File: src/rtl/switch_allocator_if.sv
// rtl/switch_allocator_if.sv - request/grant/crossbar bundle between buffer units and the switch allocator
interface switch_allocator_if #(
  parameter int N = 5
);
  logic [N*N-1:0] req;
  logic [N-1:0]   pkt_release;
  logic [N-1:0]   grant;
  logic [N*N-1:0] xbar_sel;
  logic [N-1:0]   out_busy;

  modport master (
    output req, pkt_release,
    input  grant, xbar_sel, out_busy
  );

  modport slave (
    input  req, pkt_release,
    output grant, xbar_sel, out_busy
  );
endinterface

File: src/rtl/switch_allocator.sv
// rtl/switch_allocator.sv - per-output round-robin allocator that locks input-to-output paths for whole packets
module switch_allocator #(
  parameter int NUM_PORTS = 5
) (
  input  logic           clk,
  input  logic           rst,
  switch_allocator_if.slave sa
);
  localparam int N  = NUM_PORTS;
  localparam int PW = $clog2(N);

  typedef enum logic {IDLE = 1'b0, LOCKED = 1'b1} out_state_t;

  out_state_t    state     [N];
  out_state_t    state_nxt [N];
  logic [PW-1:0] owner     [N];
  logic [PW-1:0] owner_nxt [N];
  logic [PW-1:0] ptr       [N];
  logic [PW-1:0] ptr_nxt   [N];

  logic [N-1:0]  held;
  logic [N-1:0]  low_req [N];
  logic [N-1:0]  elig    [N];
  logic [PW-1:0] win     [N];
  logic [N-1:0]  has_req;

  always_comb begin
    held = '0;
    for (int o = 0; o < N; o++) begin
      if (state[o] == LOCKED) held[owner[o]] = 1'b1;
    end
  end

  // Lowest set bit of each input's row; inputs that already own an output are silenced.
  always_comb begin
    for (int i = 0; i < N; i++) begin
      low_req[i] = sa.req[i*N +: N] & (-sa.req[i*N +: N]);
      if (held[i]) low_req[i] = '0;
    end
    for (int o = 0; o < N; o++) begin
      elig[o] = '0;
      for (int i = 0; i < N; i++) elig[o][i] = low_req[i][o];
    end
  end

  // Descending scan with overwrite leaves the first requester at or after ptr.
  always_comb begin
    for (int o = 0; o < N; o++) begin
      win[o]     = ptr[o];
      has_req[o] = |elig[o];
      for (int k = N - 1; k >= 0; k--) begin
        if (elig[o][(int'(ptr[o]) + k) % N]) win[o] = PW'((int'(ptr[o]) + k) % N);
      end
    end
  end

  always_ff @(posedge clk) begin
    if (rst) begin
      for (int o = 0; o < N; o++) begin
        state[o] <= IDLE;
        owner[o] <= '0;
        ptr[o]   <= '0;
      end
    end else begin
      for (int o = 0; o < N; o++) begin
        state[o] <= state_nxt[o];
        owner[o] <= owner_nxt[o];
        ptr[o]   <= ptr_nxt[o];
      end
    end
  end

  always_comb begin
    for (int o = 0; o < N; o++) begin
      state_nxt[o] = state[o];
      owner_nxt[o] = owner[o];
      ptr_nxt[o]   = ptr[o];
      case (state[o])
        IDLE: begin
          if (has_req[o]) begin
            state_nxt[o] = LOCKED;
            owner_nxt[o] = win[o];
            ptr_nxt[o]   = PW'((int'(win[o]) + 1) % N);
          end
        end
        LOCKED: begin
          if (sa.pkt_release[owner[o]]) state_nxt[o] = IDLE;
        end
        default: state_nxt[o] = IDLE;
      endcase
    end
  end

  always_comb begin
    sa.xbar_sel = '0;
    sa.out_busy = '0;
    sa.grant    = held;
    for (int o = 0; o < N; o++) begin
      if (state[o] == LOCKED) begin
        sa.xbar_sel[int'(owner[o])*N + o] = 1'b1;
        sa.out_busy[o]                    = 1'b1;
      end
    end
  end
endmodule

File: src/flat_wrapper.sv
// flat-port wrapper written by rule: the top's interface ports become plain ports
module switch_allocator_flat 
#(
  parameter int NUM_PORTS = 5
)
  (clk, rst, sa_req, sa_pkt_release, sa_grant, sa_xbar_sel, sa_out_busy);
  switch_allocator_if #(.N((5))) sa_i ();
  input  logic clk;
  input  logic rst;
  input wire logic [$bits(sa_i.req)-1:0] sa_req;
  input wire logic [$bits(sa_i.pkt_release)-1:0] sa_pkt_release;
  output wire logic [$bits(sa_i.grant)-1:0] sa_grant;
  output wire logic [$bits(sa_i.xbar_sel)-1:0] sa_xbar_sel;
  output wire logic [$bits(sa_i.out_busy)-1:0] sa_out_busy;
  assign sa_i.req = sa_req;
  assign sa_i.pkt_release = sa_pkt_release;
  assign sa_grant = sa_i.grant;
  assign sa_xbar_sel = sa_i.xbar_sel;
  assign sa_out_busy = sa_i.out_busy;
  switch_allocator #(.NUM_PORTS(NUM_PORTS)) u_core (.clk(clk), .rst(rst), .sa(sa_i));
endmodule
File: config.mk
export PLATFORM = sky130hd
export DESIGN_NAME = switch_allocator_flat
export DESIGN_NICKNAME = d
export VERILOG_FILES = /design/src/rtl/switch_allocator_if.sv /design/src/rtl/switch_allocator.sv /design/src/flat_wrapper.sv
export SDC_FILE = /design/constraint.sdc
export NUM_CORES = 1
export LEC_CHECK = 0
export BUFFER_PORTS_ARGS = -buffer_cell sky130_fd_sc_hd__buf_2
export CAP_MARGIN = 20
export CORE_MARGIN = 10
export CORE_UTILIZATION = 45
export DETAILED_ROUTE_END_ITERATION = 16
export SYNTH_ARGS = -nofsm -noshare
export SYNTH_HDL_FRONTEND = slang
export SYNTH_SLANG_ARGS = --single-unit
export TNS_END_PERCENT = 10
File: constraint.sdc
create_clock -name clk -period 7.1 [get_ports clk]
set_input_delay 0.355 -clock clk [delete_from_list [all_inputs] [get_ports clk]]
set_output_delay 0.355 -clock clk [all_outputs]
set_load 0.01 [all_outputs]
==> run summary, run 1 <==
Antenna Diode Count - 0
Filler cells - 2586
Nets - 1823
I/O pin count - 67
Yosys warnings - 0
Final GP Congestion - 0.993
Number of flops mapped to enable cells by yosys - 0
CTS clk-pin slew, worst paths - 70 ps
Fmax - 153 MHz
Hold path startpoint - sa_pkt_release[4]
Vias per cell - 6.43
Worst Tran Pin Value - 1040 ps
Switching share of power - 0.575
HP Class - input port to register
Max Cap Violations - 0
TritonCTS clock tree - done
Most common cell after layout, fill and taps aside - nor2_1
Die area - 0.0324 mm²
Max stage delay on crit path - 580 ps
RR Startpoint - u_core.ptr[0][1]$_SDFFE_PP0P_
Net Count, Synth - 1792
Ys flop type - dfxtp_1
Share of the synthesized area in the top cell type - 0.152
Drt first pass iters - 5
Vias in the first global route - 11.9k
Final Setup Violations - 0
Routed vias - 12.7k
Drt wl/cell - 18.8 µm
Core Footprint - 0.0252 mm²
GRT Util Overall - 0.215
Post-synthesis cell type count - 103
First-pass GRT wire length - 60500 µm
CP startpoint - u_core.ptr[0][1]$_SDFFE_PP0P_
Post-Synth Adder-Cell Area - 0.154
VDD IR max - 244 µV
Rel. slew slack - 0.294
Most frequent cells in the layout - 155 x nor2_1, 140 x ha_1, 117 x nand2_1
Post-Synth Simple-Gate Area - 0.300
Number of buffers created by CTS - 5
Sequential Power Share - 0.065
Die Ht - 180 µm
Number of hold buffers added after cts - 0
Crit Path Max Fanout - 10
CP Data Arrival Time - 6740 ps
Clk pwr share - 0.041
Final wirelength - 37200 µm
Largest cells by area after synthesis - ha_1 15%, dfxtp_1 6.1%, nor2_1 5.1%
Initial Utilization - 0.457
Min Tclk post-route - 6520 ps
Power Density - 482 mW/mm²
Hold Vio Cnt, Final - 0
Syn_area_per_cell - 7.10 µm²
Final Hold Slack - 387 ps
Post-Syn Instances - 1619
GRT overflow - 0
Post-synthesis async set-or-reset flop share - 0
Most common cell on crit path - ha_1
DRC violation count after routing - 0
CP endpoint kind - register
P_leak - 5.18 nW
Switching Power - 3.41 mW
RSZ-0062 raised after global routing - no
Synthesized flop and latch total - 35
Synth Area in XOR/XNOR - 0.0419
Placed wire-length estimate - 29200 µm
Internal - 2.52 mW
Site Rows - 58
Nature of the critical path startpoint - register
1st-iter DRT viols - 1300
H-tree depth - 2
Comb power frac - 0.894
Area grow syn2layout - 7.05%
Setup TNS - 0 ps
Worst Path Buf+Inv - 5
Largest family of logic cells by synthesized area - compound AO/OA/AOI/OAI gates
Top cell type by total area after synthesis - ha_1
Critical path required time - 7320 ps
Sequential area share after synthesis - 0.0609
Die W - 180 µm
Antenna-violating nets left - 0
Layout cell share with drive strength beyond 1 - 0.105
CP top delay family - compound AO/OA/AOI/OAI gates
Post-synthesis mux area share - 0.0706
Initial antenna violation count - 2
Clock sink count - 35
Maximum root-to-sink buffer count - 2
Status - completed
Slew Limit Fails - 0
Worst Path Class, Setup - register to register
Syn Std Cell Area - 0.0115 mm²
Port-buffer cells - 66
Clk_skew - 11.1 ps
Worst skew pair latency - 300 ps
Slowest CP cell - dfxtp_1
Largest net degree at the start of global routing - 33
Post-synthesis compound-gate area fraction - 0.313
Crit share post-route - 0.918
Root buf cell - clkbuf_16
cells in the mapped netlist (20+ instances only):
library cell  number
inv_1             97
clkbuf_1          51
a21oi_1          108
o221ai_1          31
nor2_1           155
o22ai_1           21
nand3_1           54
nor2b_1           34
o21ai_0           86
nand2b_1          34
nor3_1            46
mux2i_1           41
dfxtp_1           35
and3_1            21
and2_1            20
nand2_1          117
ha_1             140
a211oi_1          23
xnor2_1           47
sequential cells by signal (all words and copies together), names as in the netlist:
register,flops
u_core.state,5
u_core.owner,15
u_core.ptr,15
timing repair:
item,in CTS,in global routing
setup buffers,0,4
setup endpoints to repair,0,1
resized for setup,0,3
stage by stage:
stage / utilization / cell area (µm²) / power (mW) / instances / setup slack [ps]
2_1_floorplan: - / 11500 / 4.46 / 1619 / 901
3_3_place_gp: 0.481 / 12100 / 5.51 / 1969 / 701
3_5_place_dp: 0.481 / 12100 / 5.58 / 1969 / 584
4_1_cts: 0.487 / 12300 / 5.86 / 1977 / 531
5_1_grt: 0.489 / 12300 / 6.59 / 1981 / 136
6_report: 0.489 / 12300 / 5.94 / 1981 / 579
power groups by stage:
stage | Clock, mW | Sequential (mW) | Combinational (mW)
finish | 0.245 | 0.387 | 5.30
global route | 0.255 | 0.399 | 5.93
CTS | 0.248 | 0.383 | 5.23
detailed placement | 0 | 0.388 | 5.19
global placement | 0 | 0.386 | 5.13
floorplan | 0 | 0.327 | 4.13
final cells by class:
| cell class | count | area (µm²) | area share |
|---|---|---|---|
| Inverter | 101 | 383 | 0.0311 |
| Tap cell | 330 | 413 | 0.0335 |
| Multi-Input combinational cell | 1413 | 10100 | 0.822 |
| Clock inverter | 2 | 16.3 | 0.00132 |
| Sequential cell | 35 | 702 | 0.0570 |
| Timing Repair Buffer | 94 | 541 | 0.0439 |
| Clock buffer | 6 | 139 | 0.0113 |
worst reg2reg max path, delay by kind of cell (launching register included):
family	cells	cell delay [ps]
AOI/OAI and AO/OA	10	2060
and+or+nand+nor	6	970
buffers and inverters	5	690
adders and majority gates	6	1630
xor gates and xnor gates	1	180
muxes	1	330
DFF	1	580
cell families after synthesis:
kind of cell | count (synthesis)
multiplexers | 64
XOR/XNOR | 55
AND/OR/NAND/NOR | 642
AO/OA/AOI/OAI | 511
buffers and inverters | 171
adder cells (fa/ha/maj) | 141
flip-flops | 35
path summary, 6_finish.rpt:
kind / slack (ps) / depth (start not counted) / end
min: 390 / 2 / u_core.state[0][1]$_SDFF_PP0_
max: 580 / 29 / u_core.ptr[0][0]$_SDFFE_PP0P_
min reg2reg: 580 / 2 / u_core.ptr[0][13]$_SDFFE_PP0P_
max reg2reg: 580 / 29 / u_core.ptr[0][0]$_SDFFE_PP0P_
routing by layer:
layer	GRT usage	up-vias	routed length [µm]
met5	0	-	27
met4	0.0695	4	1120
met3	0.0245	82	1860
met2	0.362	391	17200
met1	0.278	6057	17000
li1	-	6211	-
No activity file was read; power rests on OpenSTA's default activity.
==> run 2, diff against run 1 <==
--- a/config.mk
+++ b/config.mk
@@ -10,6 +10,7 @@
 export CORE_MARGIN = 10
 export CORE_UTILIZATION = 45
 export DETAILED_ROUTE_END_ITERATION = 16
+export REMOVE_ABC_BUFFERS = 1
 export SYNTH_ARGS = -nofsm -noshare
 export SYNTH_HDL_FRONTEND = slang
 export SYNTH_SLANG_ARGS = --single-unit
==> run summary, run 2 (synthesis gave the netlist of run 1 again) <==
Status - completed (unchanged)
Max stage delay on crit path - 560 ps (was 580 ps)
CP Data Arrival Time - 6670 ps (was 6740 ps)
CP endpoint kind - register (unchanged)
Largest regs - u_core.owner: 15 flops, u_core.ptr: 15 flops, u_core.state: 5 flops (unchanged)
RSZ-0062 raised after global routing - no (unchanged)
TritonCTS clock tree - done (unchanged)
GRT Util Overall - 0.216 (was 0.215)
Routed vias - 12.8k (was 12.7k)
P_leak - 5.21 nW (was 5.18 nW)
Filler cells - 2554 (was 2586)
Critical path required time - 7290 ps (was 7320 ps)
Tot Pwr - 6.01 mW (was 5.94 mW)
Switching share of power - 0.568 (was 0.575)
Layout cell share with drive strength beyond 1 - 0.107 (was 0.105)
Min Tclk post-route - 6480 ps (was 6520 ps)
Slowest CP cell - mux4_2 (was dfxtp_1)
DRC violation count after routing - 0 (unchanged)
Area grow syn2layout - 7.59% (was 7.05%)
Die W - 180 µm (unchanged)
GRT overflow - 0 (unchanged)
Power Density - 486 mW/mm² (was 482 mW/mm²)
Final wirelength - 37500 µm (was 37200 µm)
Core Footprint - 0.0252 mm² (unchanged)
CTS clk-pin slew, worst paths - 60 ps (was 70 ps)
Worst skew pair latency - 280 ps (was 300 ps)
Setup TNS - 0 ps (unchanged)
Antenna-violating nets left - 0 (unchanged)
1st-iter DRT viols - 1191 (was 1300)
Final Setup Violations - 0 (unchanged)
Number of hold buffers added after cts - 0 (unchanged)
Initial antenna violation count - 0 (was 2)
Nets - 1826 (was 1823)
Switching Power - 3.41 mW (about the same)
Most common cell after layout, fill and taps aside - nor2_1 (unchanged)
Most common cell on crit path - ha_1 (unchanged)
Site Rows - 58 (unchanged)
Most frequent cells in the layout - 155 x nor2_1, 139 x ha_1, 117 x nand2_1 (was 155 x nor2_1, 140 x ha_1, 117 x nand2_1)
Max Cap Violations - 0 (unchanged)
Number of buffers created by CTS - 5 (unchanged)
Design Area, Final - 0.0124 mm² (was 0.0123 mm²)
Die Ht - 180 µm (unchanged)
H-tree depth - 2 (unchanged)
Nature of the critical path startpoint - register (unchanged)
Hold path startpoint - sa_pkt_release[4] (unchanged)
I/O pin count - 67 (unchanged)
Comb power frac - 0.887 (was 0.894)
Clock sink count - 35 (unchanged)
Rel. slew slack - 0.291 (was 0.294)
Placed wire-length estimate - 29400 µm (was 29200 µm)
Vias in the first global route - 11.7k (was 11.9k)
Crit share post-route - 0.913 (was 0.918)
Largest net degree at the start of global routing - 33 (unchanged)
Crit Path Max Fanout - 10 (unchanged)
Fmax - 154 MHz (was 153 MHz)
Clk_skew - 7.11 ps (was 11.1 ps)
Hold Vio Cnt, Final - 0 (unchanged)
Slew Limit Fails - 0 (unchanged)
Worst Tran Pin Value - 1050 ps (was 1040 ps)
Drt wl/cell - 18.9 µm (was 18.8 µm)
Final GP Congestion - 0.964 (was 0.993)
RR Startpoint - u_core.ptr[0][13]$_SDFFE_PP0P_ (was u_core.ptr[0][1]$_SDFFE_PP0P_)
Root buf cell - clkbuf_16 (unchanged)
Worst Hold Depth - 2 (unchanged)
Antenna Diode Count - 0 (unchanged)
Initial Utilization - 0.457 (unchanged)
Worst slack, placed - 557 ps (was 584 ps)
VDD IR max - 243 µV (was 244 µV)
CP startpoint - u_core.ptr[0][13]$_SDFFE_PP0P_ (was u_core.ptr[0][1]$_SDFFE_PP0P_)
Vias per cell - 6.46 (was 6.43)
First-pass GRT wire length - 60600 µm (was 60500 µm)
Reg2Reg Depth - 28 (was 29)
Drt first pass iters - 5 (unchanged)
Die area - 0.0324 mm² (unchanged)
Port-buffer cells - 66 (unchanged)
Maximum root-to-sink buffer count - 2 (unchanged)
Sequential Power Share - 0.064 (was 0.065)
Worst Path Class, Setup - register to register (unchanged)
Clk pwr share - 0.049 (was 0.041)
HP Class - input port to register (unchanged)
Setup ws final - 615 ps (was 579 ps)
Post-DP Area - 0.0121 mm² (about the same)
Internal - 2.60 mW (was 2.52 mW)
-- run 2: worst max-delay path, delay by kind of cell (launching register included) --
family / cells / cell delay [ps]
adders and majority gates: 5 / 1270
muxes: 2 / 930
DFF: 1 / 440
xor gates and xnor gates: 3 / 660
buffers and inverters: 4 / 550
and+or+nand+nor: 9 / 1370
AOI/OAI and AO/OA: 5 / 1170
-- run 2: path summary, 6_finish.rpt --
path / endpoint / slack (ps)
max: u_core.ptr[0][13]$_SDFFE_PP0P_ / 620
min: u_core.state[0][1]$_SDFF_PP0_ / 400
max reg2reg: u_core.ptr[0][13]$_SDFFE_PP0P_ / 620
min reg2reg: u_core.ptr[0][13]$_SDFFE_PP0P_ / 590
-- run 2: metrics by stage --
step	hold slack, ps	utilization	std cells
2_1_floorplan	423	-	1549
3_3_place_gp	593	0.482	1972
3_5_place_dp	589	0.482	1972
4_1_cts	407	0.490	1980
5_1_grt	416	0.491	1984
6_report	399	0.491	1984
-- run 2: per-layer routing --
layer	part of all wire	vias to the layer above	track usage
met4	0.020	0	0.0615
met2	0.48	397	0.371
met5	0	-	0
li1	-	6245	-
met3	0.057	60	0.0295
met1	0.44	6108	0.274
-- run 2: final cells by class --
cell class / count / area, µm² / area share
sequential: 35 / 702 / 0.0567
clock buffer: 5 / 125 / 0.0101
multi-input combinational: 1413 / 10100 / 0.818
tap: 330 / 413 / 0.0334
inverter: 101 / 383 / 0.0309
clock inverter: 3 / 67.6 / 0.00546
timing repair buffer: 97 / 563 / 0.0455
-- run 2: power groups by stage --
stage	logic, mW	registers, mW	clock network, mW
2_1_floorplan	3.99	0.399	0
3_3_place_gp	5.16	0.384	0
3_5_place_dp	5.22	0.387	0
4_1_cts	5.25	0.383	0.296
5_1_grt	5.96	0.400	0.301
6_report	5.33	0.387	0.293
-- run 2: repair_timing --
item / 4_1_cts / 5_1_grt
endpoints found under the setup margin: 0 / 1
resized for setup: 0 / 4
buffers inserted: 0 / 4
==> run 3, diff against run 2 <==
--- a/config.mk
+++ b/config.mk
@@ -8,7 +8,7 @@
 export BUFFER_PORTS_ARGS = -buffer_cell sky130_fd_sc_hd__buf_2
 export CAP_MARGIN = 20
 export CORE_MARGIN = 10
-export CORE_UTILIZATION = 45
+export CORE_UTILIZATION = 35
 export DETAILED_ROUTE_END_ITERATION = 16
 export REMOVE_ABC_BUFFERS = 1
 export SYNTH_ARGS = -nofsm -noshare
==> constraint.sdc (replaced) <==
create_clock -name clk -period 5.3 [get_ports clk]
set_input_delay 0.265 -clock clk [delete_from_list [all_inputs] [get_ports clk]]
set_output_delay 0.265 -clock clk [all_outputs]
set_load 0.01 [all_outputs]
==> run summary, run 3 (synthesis gave the netlist of run 1 again) <==
Status - complete, but fails checks (was completed)
Violated checks - setup timing
Inst Count DP - 2307 (was 1972)
Setup TNS - -72.6 ps (was 0 ps)
Layout cell share with drive strength beyond 1 - 0.292 (was 0.107)
Drt first pass iters - 6 (was 5)
Max Cap Violations - 0 (unchanged)
Number of buffers created by CTS - 5 (unchanged)
H-tree depth - 2 (unchanged)
VDD IR max - 471 µV (was 243 µV)
Routed vias - 13.9k (was 12.8k)
Final Hold Slack - 297 ps (was 399 ps)
Post-DP Area - 0.0140 mm² (was 0.0121 mm²)
1st-iter DRT viols - 1343 (was 1191)
Critical path required time - 5510 ps (was 7290 ps)
First-pass GRT wire length - 67100 µm (was 60600 µm)
Min Tclk post-route - 5360 ps (was 6480 ps)
Largest net degree at the start of global routing - 33 (unchanged)
Crit share post-route - 1.01 (was 0.913)
TritonCTS clock tree - done (unchanged)
Die W - 201 µm (was 180 µm)
Slew Limit Fails - 0 (unchanged)
Core Footprint - 0.0325 mm² (was 0.0252 mm²)
Worst slack, placed - -286 ps (was 557 ps)
Area grow syn2layout - 32.0% (was 7.59%)
GRT Util Overall - 0.194 (was 0.216)
Power Density - 709 mW/mm² (was 486 mW/mm²)
I/O pin count - 67 (unchanged)
Site Rows - 66 (was 58)
Rel. slew slack - 0.324 (was 0.291)
DRC violation count after routing - 0 (unchanged)
CP endpoint kind - register (unchanged)
GRT overflow - 0 (unchanged)
P_leak - 6.54 nW (was 5.21 nW)
Setup ws final - -63.0 ps (was 615 ps)
Max stage delay on crit path - 580 ps (was 560 ps)
Hold Vio Cnt, Final - 0 (unchanged)
Drt wl/cell - 18.1 µm (was 18.9 µm)
Fmax - 186 MHz (was 154 MHz)
Root buf cell - clkbuf_16 (unchanged)
Tot Pwr - 10.8 mW (was 6.01 mW)
Port-buffer cells - 66 (unchanged)
Maximum root-to-sink buffer count - 2 (unchanged)
Vias per cell - 5.92 (was 6.46)
Worst Path Class, Setup - register to register (unchanged)
Most common cell after layout, fill and taps aside - buf_4 (was nor2_1)
Slowest CP cell - mux4_2 (unchanged)
Largest regs - u_core.owner: 15 flops, u_core.ptr: 15 flops, u_core.state: 5 flops (unchanged)
HP Class - input port to register (unchanged)
Clk_skew - 10.5 ps (was 7.11 ps)
Clock sink count - 35 (unchanged)
Filler cells - 3248 (was 2554)
RSZ-0062 raised after global routing - yes (was no)
Final Setup Violations - 2 (was 0)
Post-layout util - 0.468 (was 0.491)
Nets - 2076 (was 1826)
Design Area, Final - 0.0152 mm² (was 0.0124 mm²)
Initial Utilization - 0.354 (was 0.457)
Antenna-violating nets left - 0 (unchanged)
Final GP Congestion - 0.972 (was 0.964)
Initial antenna violation count - 2 (was 0)
Crit Path Max Fanout - 4 (was 10)
Worst skew pair latency - 310 ps (was 280 ps)
Finished Layout Cells - 2349 (was 1984)
Final wirelength - 42500 µm (was 37500 µm)
Die Ht - 201 µm (was 180 µm)
Worst Tran Pin Value - 1010 ps (was 1050 ps)
Placed wire-length estimate - 33100 µm (was 29400 µm)
Most frequent cells in the layout - 275 x buf_4, 148 x nor2_1, 118 x ha_1 (was 155 x nor2_1, 139 x ha_1, 117 x nand2_1)
Vias in the first global route - 13.1k (was 11.7k)
Die area - 0.0405 mm² (was 0.0324 mm²)
Nature of the critical path startpoint - register (unchanged)
CP Data Arrival Time - 5570 ps (was 6670 ps)
CTS clk-pin slew, worst paths - 70 ps (was 60 ps)
[run 3: area by class of cell]
| type | instances | area (µm²) | area share |
|---|---|---|---|
| Multi-Input combinational cell | 1413 | 10900 | 0.715 |
| Timing Repair Buffer | 347 | 2470 | 0.163 |
| Sequential cell | 35 | 713 | 0.0470 |
| Tap cell | 442 | 553 | 0.0364 |
| Inverter | 101 | 387 | 0.0255 |
| Clock buffer | 5 | 125 | 0.00824 |
| Clock inverter | 3 | 67.6 | 0.00445 |
| Antenna cell | 3 | 7.51 | 0.000495 |
[run 3: path summary, 6_finish.rpt]
kind / startpoint / end / slack (ps) / depth (start not counted)
min reg2reg: u_core.ptr[0][4]$_SDFFE_PP0P_ / u_core.ptr[0][4]$_SDFFE_PP0P_ / 570 / 2
min: sa_pkt_release[4] / u_core.state[0][1]$_SDFF_PP0_ / 300 / 2
max reg2reg: u_core.ptr[0][13]$_SDFFE_PP0P_ / u_core.ptr[0][13]$_SDFFE_PP0P_ / -60 / 28
max: u_core.ptr[0][13]$_SDFFE_PP0P_ / u_core.ptr[0][13]$_SDFFE_PP0P_ / -60 / 28
[run 3: per-layer routing]
metal  GRT usage  up-vias  wire, µm
li1            -     6733         -
met2       0.337      483     20200
met4      0.0601        2      1060
met1       0.246     6599     18800
met5           0        -        12
met3      0.0241       80      2370
[run 3: where the power goes]
| part | leakage (nW) | switching, mW | internal, mW | total (mW) |
|---|---|---|---|---|
| Clock | 0.0900 | 0.145 | 0.270 | 0.415 |
| Sequential | 0.291 | 0.111 | 0.344 | 0.456 |
| Combinational | 6.15 | 5.19 | 4.70 | 9.90 |
| Total | 6.54 | 5.45 | 5.32 | 10.8 |
[run 3: repair_timing]
item / in CTS / in global routing
setup endpoints to repair: 6 / 11
pin swaps: 34 / 45
buffers inserted: 24 / 6
gates resized for setup: 75 / 112
cloned: 0 / 0
hold buffers: 0 / 0
[run 3: critical path: cells and delay by family (launching register included)]
kind | cells | cell delay, ps
XOR/XNOR | 3 | 500
adder cells (fa/ha/maj) | 4 | 730
flip-flops | 1 | 350
AO/OA/AOI/OAI | 5 | 1110
multiplexers | 2 | 900
AND/OR/NAND/NOR | 8 | 1100
buffers and inverters | 6 | 560
